## src/rtl/if_id_queue.sv

```systemverilog
// if_id_queue: DEPTH-entry fetch/decode instruction queue with empty-queue bypass and flush.
// Defining IFQ_STATS_EN adds the occupancy and high_water outputs.
module if_id_queue #(
    parameter int ADDR_W = 32,
    parameter int INST_W = 32,
    parameter int DEPTH  = 4
) (
    input  logic                       clk,
    input  logic                       rst,
    input  logic                       flush,
    input  logic                       if_valid,
    input  logic [ADDR_W-1:0]          if_pc,
    input  logic [INST_W-1:0]          if_inst,
    output logic                       if_ready,
    input  logic                       id_stall,
    output logic                       id_valid,
    output logic [ADDR_W-1:0]          id_pc,
    output logic [INST_W-1:0]          id_inst
`ifdef IFQ_STATS_EN
    ,
    output logic [$clog2(DEPTH+1)-1:0] occupancy,
    output logic [$clog2(DEPTH+1)-1:0] high_water
`endif
);
    localparam int PW = $clog2(DEPTH);
    localparam int CW = $clog2(DEPTH+1);

    logic [ADDR_W-1:0] pc_mem   [DEPTH];
    logic [INST_W-1:0] inst_mem [DEPTH];
    logic [PW-1:0]     rd_q, rd_d, wr_q, wr_d;
    logic [CW-1:0]     count_q, count_d;
    logic              id_valid_q, id_valid_d;
    logic [ADDR_W-1:0] id_pc_q, id_pc_d;
    logic [INST_W-1:0] id_inst_q, id_inst_d;
    logic              empty, push, pop, bypass, store;

    assign if_ready = count_q != CW'(DEPTH);
    assign id_valid = id_valid_q;
    assign id_pc    = id_pc_q;
    assign id_inst  = id_inst_q;

    // A push into an empty, unstalled queue goes straight to the outputs and is never stored.
    always_comb begin
        empty      = count_q == '0;
        push       = if_valid & if_ready & ~flush;
        pop        = ~id_stall & ~empty;
        bypass     = ~id_stall & empty & push;
        store      = push & ~bypass;
        rd_d       = flush ? '0 : rd_q + PW'(pop);
        wr_d       = flush ? '0 : wr_q + PW'(store);
        count_d    = flush ? '0 : count_q + CW'(store) - CW'(pop);
        id_valid_d = flush ? 1'b0 : id_stall ? id_valid_q : (pop | bypass);
        id_pc_d    = flush ? '0 : id_stall ? id_pc_q : pop ? pc_mem[rd_q] : bypass ? if_pc : '0;
        id_inst_d  = flush ? '0 : id_stall ? id_inst_q : pop ? inst_mem[rd_q] : bypass ? if_inst : '0;
    end

    always_ff @(posedge clk) begin
        if (rst) begin
            rd_q       <= '0;
            wr_q       <= '0;
            count_q    <= '0;
            id_valid_q <= 1'b0;
            id_pc_q    <= '0;
            id_inst_q  <= '0;
        end else begin
            rd_q       <= rd_d;
            wr_q       <= wr_d;
            count_q    <= count_d;
            id_valid_q <= id_valid_d;
            id_pc_q    <= id_pc_d;
            id_inst_q  <= id_inst_d;
        end
    end

    always_ff @(posedge clk) begin
        if (store) begin
            pc_mem[wr_q]   <= if_pc;
            inst_mem[wr_q] <= if_inst;
        end
    end

`ifdef IFQ_STATS_EN
    logic [CW-1:0] hw_q, hw_d;

    // Flush empties the queue but deliberately keeps the high-water mark.
    always_comb hw_d = count_d > hw_q ? count_d : hw_q;

    always_ff @(posedge clk) begin
        if (rst) hw_q <= '0;
        else     hw_q <= hw_d;
    end

    assign occupancy  = count_q;
    assign high_water = hw_q;
`endif
endmodule

```

## config.mk

```make
export PLATFORM = sky130hd
export DESIGN_NAME = if_id_queue
export DESIGN_NICKNAME = d
export VERILOG_FILES = /design/src/rtl/if_id_queue.sv
export SDC_FILE = /design/constraint.sdc
export NUM_CORES = 1
export LEC_CHECK = 0
export CORE_AREA = 2 2 179 181
export DETAILED_ROUTE_END_ITERATION = 6
export DIE_AREA = 0 0 181 183
export MAX_ROUTING_LAYER = met4
export PLACE_DENSITY = 0.6
export SLEW_MARGIN = 0
export SYNTH_ARGS = -nofsm -noshare
export SYNTH_HDL_FRONTEND = slang
export SYNTH_SLANG_ARGS = --single-unit
```

## constraint.sdc

```tcl
create_clock -name clk -period 9.7 [get_ports clk]
set_input_delay 1.94 -clock clk [delete_from_list [all_inputs] [get_ports clk]]
set_output_delay 1.94 -clock clk [all_outputs]
set_load 0.05 [all_outputs]
```

==> reports/qor.csv <==
stage,metric,value,unit
sta,final hold viol count,0,
synthesis,Post-Syn Instances,595,
synthesis,Synth cell types,28,
clocking,CTS tree,built,
global_route,largest net degree at the start of global routing,66,
sta,Max Slew Vio Count,0,
final_layout,share of layout cells above drive strength 1,0.1447,
drt,final wirelength,25.31,mm
sta,setup slack after layout,5.679,ns
critical_path,Worst R2R Path Depth,3,
floorplan,# IOs,135,
synthesis,area of the mapped netlist,0.01230,mm^2
critical_path,worst setup path class,in -> reg,
floorplan,Chip Height,183,um
job,MaxCap Viol Count,0,
drt,via count,6141,
clocking,H-tree depth,2,
critical_path,Worst Setup Start Kind,input pin,
floorplan,Die ar.,0.03312,mm^2
critical_path,worst reg2reg endpoint,id_pc[27],
critical_path,crit path capture,count_q[2],
critical_path,CP max stage cell,clkdlybuf4s50_1,
final_layout,FILL cells,2591,
sta,TNS Setup,0,ns
power_and_ir_drop,VDD IR max,0.1241,mV
critical_path,CP Cell Sequence,"clkdlybuf4s50_1, nor2b_1, o311ai_2, ha_1, inv_1, ha_1, fa_1, xnor2_1, xnor2_1, nor3_1",
clocking,Post-CTS Hold Fix Bufs,0,
clocking,Bufs on Longest Clock Path,3,
floorplan,die width,181,um
synthesis,Syn Nets,669,
critical_path,WP data arrival,4.40,ns
clocking,CTS root buf,clkbuf_16,
critical_path,FF-to-FF setup slack,7.11,ns
synthesis,sequential fraction of the synthesis area,0.7424,
global_route,vias in the first global route,6733,
clocking,clk slew on worst S/H paths,0.06,ns
placement,RD Place Congestion,0.7379,
synthesis,ranking of synthesized cells by area,"edfxtp_1, dfxtp_1, mux4_1",
drt,initial DRC count,411,
final_layout,final net count,815,
critical_path,worst flop-to-flop path startpoint,rd_q[0],
global_route,initial antenna violation count,1,
run_status,outcome,completed,
clocking,"Clk Latency, worst-skew pair",0.51,ns
critical_path,CP required,10.08,ns
critical_path,CP max FO,6,
drt,DRC,0,
clocking,PostCTS Resize Cnt,0,
final_layout,synthesis-to-finish area growth,23.50,%
drt,drt via density,5.249,
critical_path,Crit. End Element,register,
placement,IO Port Bufs,134,
synthesis,Syn Area/Cell,20.66,um^2
sta,Clock Skew,0.01079,ns
drt,"antenna viol nets, final",0,
synthesis,Ys Warns,0,
clocking,# clock sinks,328,
global_route,first-pass GRT wire length,39.49,mm
synthesis,Yosys reg bits,328,
synthesis,Yosys top cell area share,0.6252,
global_route,global-route usage over all layers,0.1597,
min_path,Hold/Removal Path Class,reg -> reg,
critical_path,CP startpoint,id_stall,
placement,Post-DP Area,0.01398,mm^2
sta,relative slew slack,0.3017,
sta,Tmin final,4.021,ns
sta,Fmax,248.7,MHz
sta,RSZ-0062 raised after global routing,no,
sta,Final setup viols,0,
power_and_ir_drop,Leak,5.001,nW
global_route,GR Overflow Total,0,
synthesis,largest area contributor in the netlist,edfxtp_1,
placement,pre-CTS setup slack,5.080,ns
drt,WL/cell,21.63,um
sta,worst slew pin tran,1.047,ns
power_and_ir_drop,pwr dens,200.6,mW/mm^2
critical_path,CP max stage delay,0.52,ns
final_layout,Layout Cell Area excl Fill,0.01518,mm^2
clocking,setup bufs post-CTS,0,
floorplan,Starting Density,0.3937,
clocking,TritonCTS Buffers,34,
floorplan,Core ar.,0.03123,mm^2
floorplan,row count,65,
sta,final period utilization,0.4145,
placement,post-detail-place hpwl,14.46,mm
drt,Detailed Routing Iterations Pass 1,4,
[report_power, final]
group / switching (mW) / total, mW / internal (mW) / leakage, nW
clock: 0.519 / 1.34 / 0.820 / 0.577
sequential: 0.0109 / 1.55 / 1.54 / 2.90
combinational: 0.0896 / 0.159 / 0.0690 / 1.53
[kinds of logic (layout without fill, tap and decap cells)]
family | count (synthesis) | count (layout) | synth area share
other | 0 | 1 | 0
adders and majority gates | 5 | 5 | 0.005699
buffers and inverters | 42 | 214 | 0.02412
muxes | 64 | 64 | 0.1264
and+or+nand+nor | 85 | 85 | 0.04427
AOI/OAI and AO/OA | 67 | 67 | 0.05424
DFF | 328 | 328 | 0.7424
xor gates and xnor gates | 4 | 4 | 0.002849
[cells in the mapped netlist]
master,n
a21oi_1,1
a221o_1,64
and2_1,68
and3_1,2
buf_2,2
buf_4,4
buf_6,16
clkbuf_1,12
clkbuf_2,1
dfxtp_1,72
edfxtp_1,256
fa_1,1
ha_1,4
inv_1,7
mux4_1,30
mux4_2,34
nand2_1,1
nor2_1,3
nor2b_1,1
nor3_1,4
nor3_2,1
nor3b_1,2
nor3b_2,1
nor4_1,1
nor4_4,1
o21ai_0,1
o311ai_2,1
xnor2_1,4
[area by class of cell]
class | count | area, um^2 | area share
diodes | 1 | 2.502 | 0.0001648
multi-input cells | 225 | 2902 | 0.1911
repair buffers | 145 | 1444 | 0.09509
flip-flops and latches | 328 | 9136 | 0.6017
clock inverters | 16 | 191.4 | 0.01261
clock buffers | 46 | 979.7 | 0.06452
inverters | 7 | 26.28 | 0.001730
well taps | 402 | 503.0 | 0.03312
[placed cells by master (no fill, tap or decap), types with 2 or more instances in the layout]
master / count
clkinvlp_4: 2
buf_4: 10
clkdlybuf4s50_1: 134
clkbuf_1: 7
a221o_1: 64
clkbuf_16: 37
clkbuf_8: 2
nor3b_2: 2
dfxtp_1: 70
dfxtp_4: 2
ha_1: 4
and3_4: 2
and2_1: 68
nor3_2: 2
nor3_1: 3
nor2_1: 3
edfxtp_1: 256
mux4_2: 34
inv_1: 7
mux4_1: 30
clkinv_2: 9
xnor2_1: 4
bufinv_16: 4
[flip-flops by register name (all words and copies together), names as in the netlist]
register and cells:
id_valid 1, id_inst 32, pc_mem 128, inst_mem 128, rd_q 2, id_pc 32
count_q 3, wr_q 2
[worst min path at each step]
stage	depth (start not counted)	from	endpoint
after floorplan	2	wr_q[1]	wr_q[1]
after global placement	2	id_inst[2]	id_inst[2]
after detailed placement	2	id_pc[14]	id_pc[14]
after CTS	2	id_inst[25]	id_inst[25]
after global routing	2	id_inst[25]	id_inst[25]
final	2	id_inst[25]	id_inst[25]
[per-layer routing]
| metal | share of wire | GRT usage | vias to the layer above |
|---|---|---|---|
| li1 | - | - | 2777 |
| met2 | 0.50 | 0.2678 | 147 |
| met4 | 0.020 | 0.04715 | 0 |
| met3 | 0.047 | 0.02661 | 43 |
| met1 | 0.43 | 0.2019 | 3174 |
| met5 | 0 | - | - |
[per-stage QoR]
step             util  hold slack (ns)  power, mW  instances
5_1_grt        0.4862           0.5838      3.139       1170
6_report       0.4862           0.5592      3.046       1170
3_5_place_dp   0.4478           0.5417      1.737       1106
4_1_cts        0.4853           0.5604      3.083       1168
3_3_place_gp   0.4478           0.5446      1.733       1106
2_1_floorplan       -           0.5472      1.660        595
[worst max-delay path: cells and delay by family]
kind | cells | cell delay, ns
buffers and inverters | 2 | 0.56
and+or+nand+nor | 2 | 0.26
adders and majority gates | 3 | 0.81
AOI/OAI and AO/OA | 1 | 0.49
xor gates and xnor gates | 2 | 0.33
No activity file was read; power rests on OpenSTA's default activity.
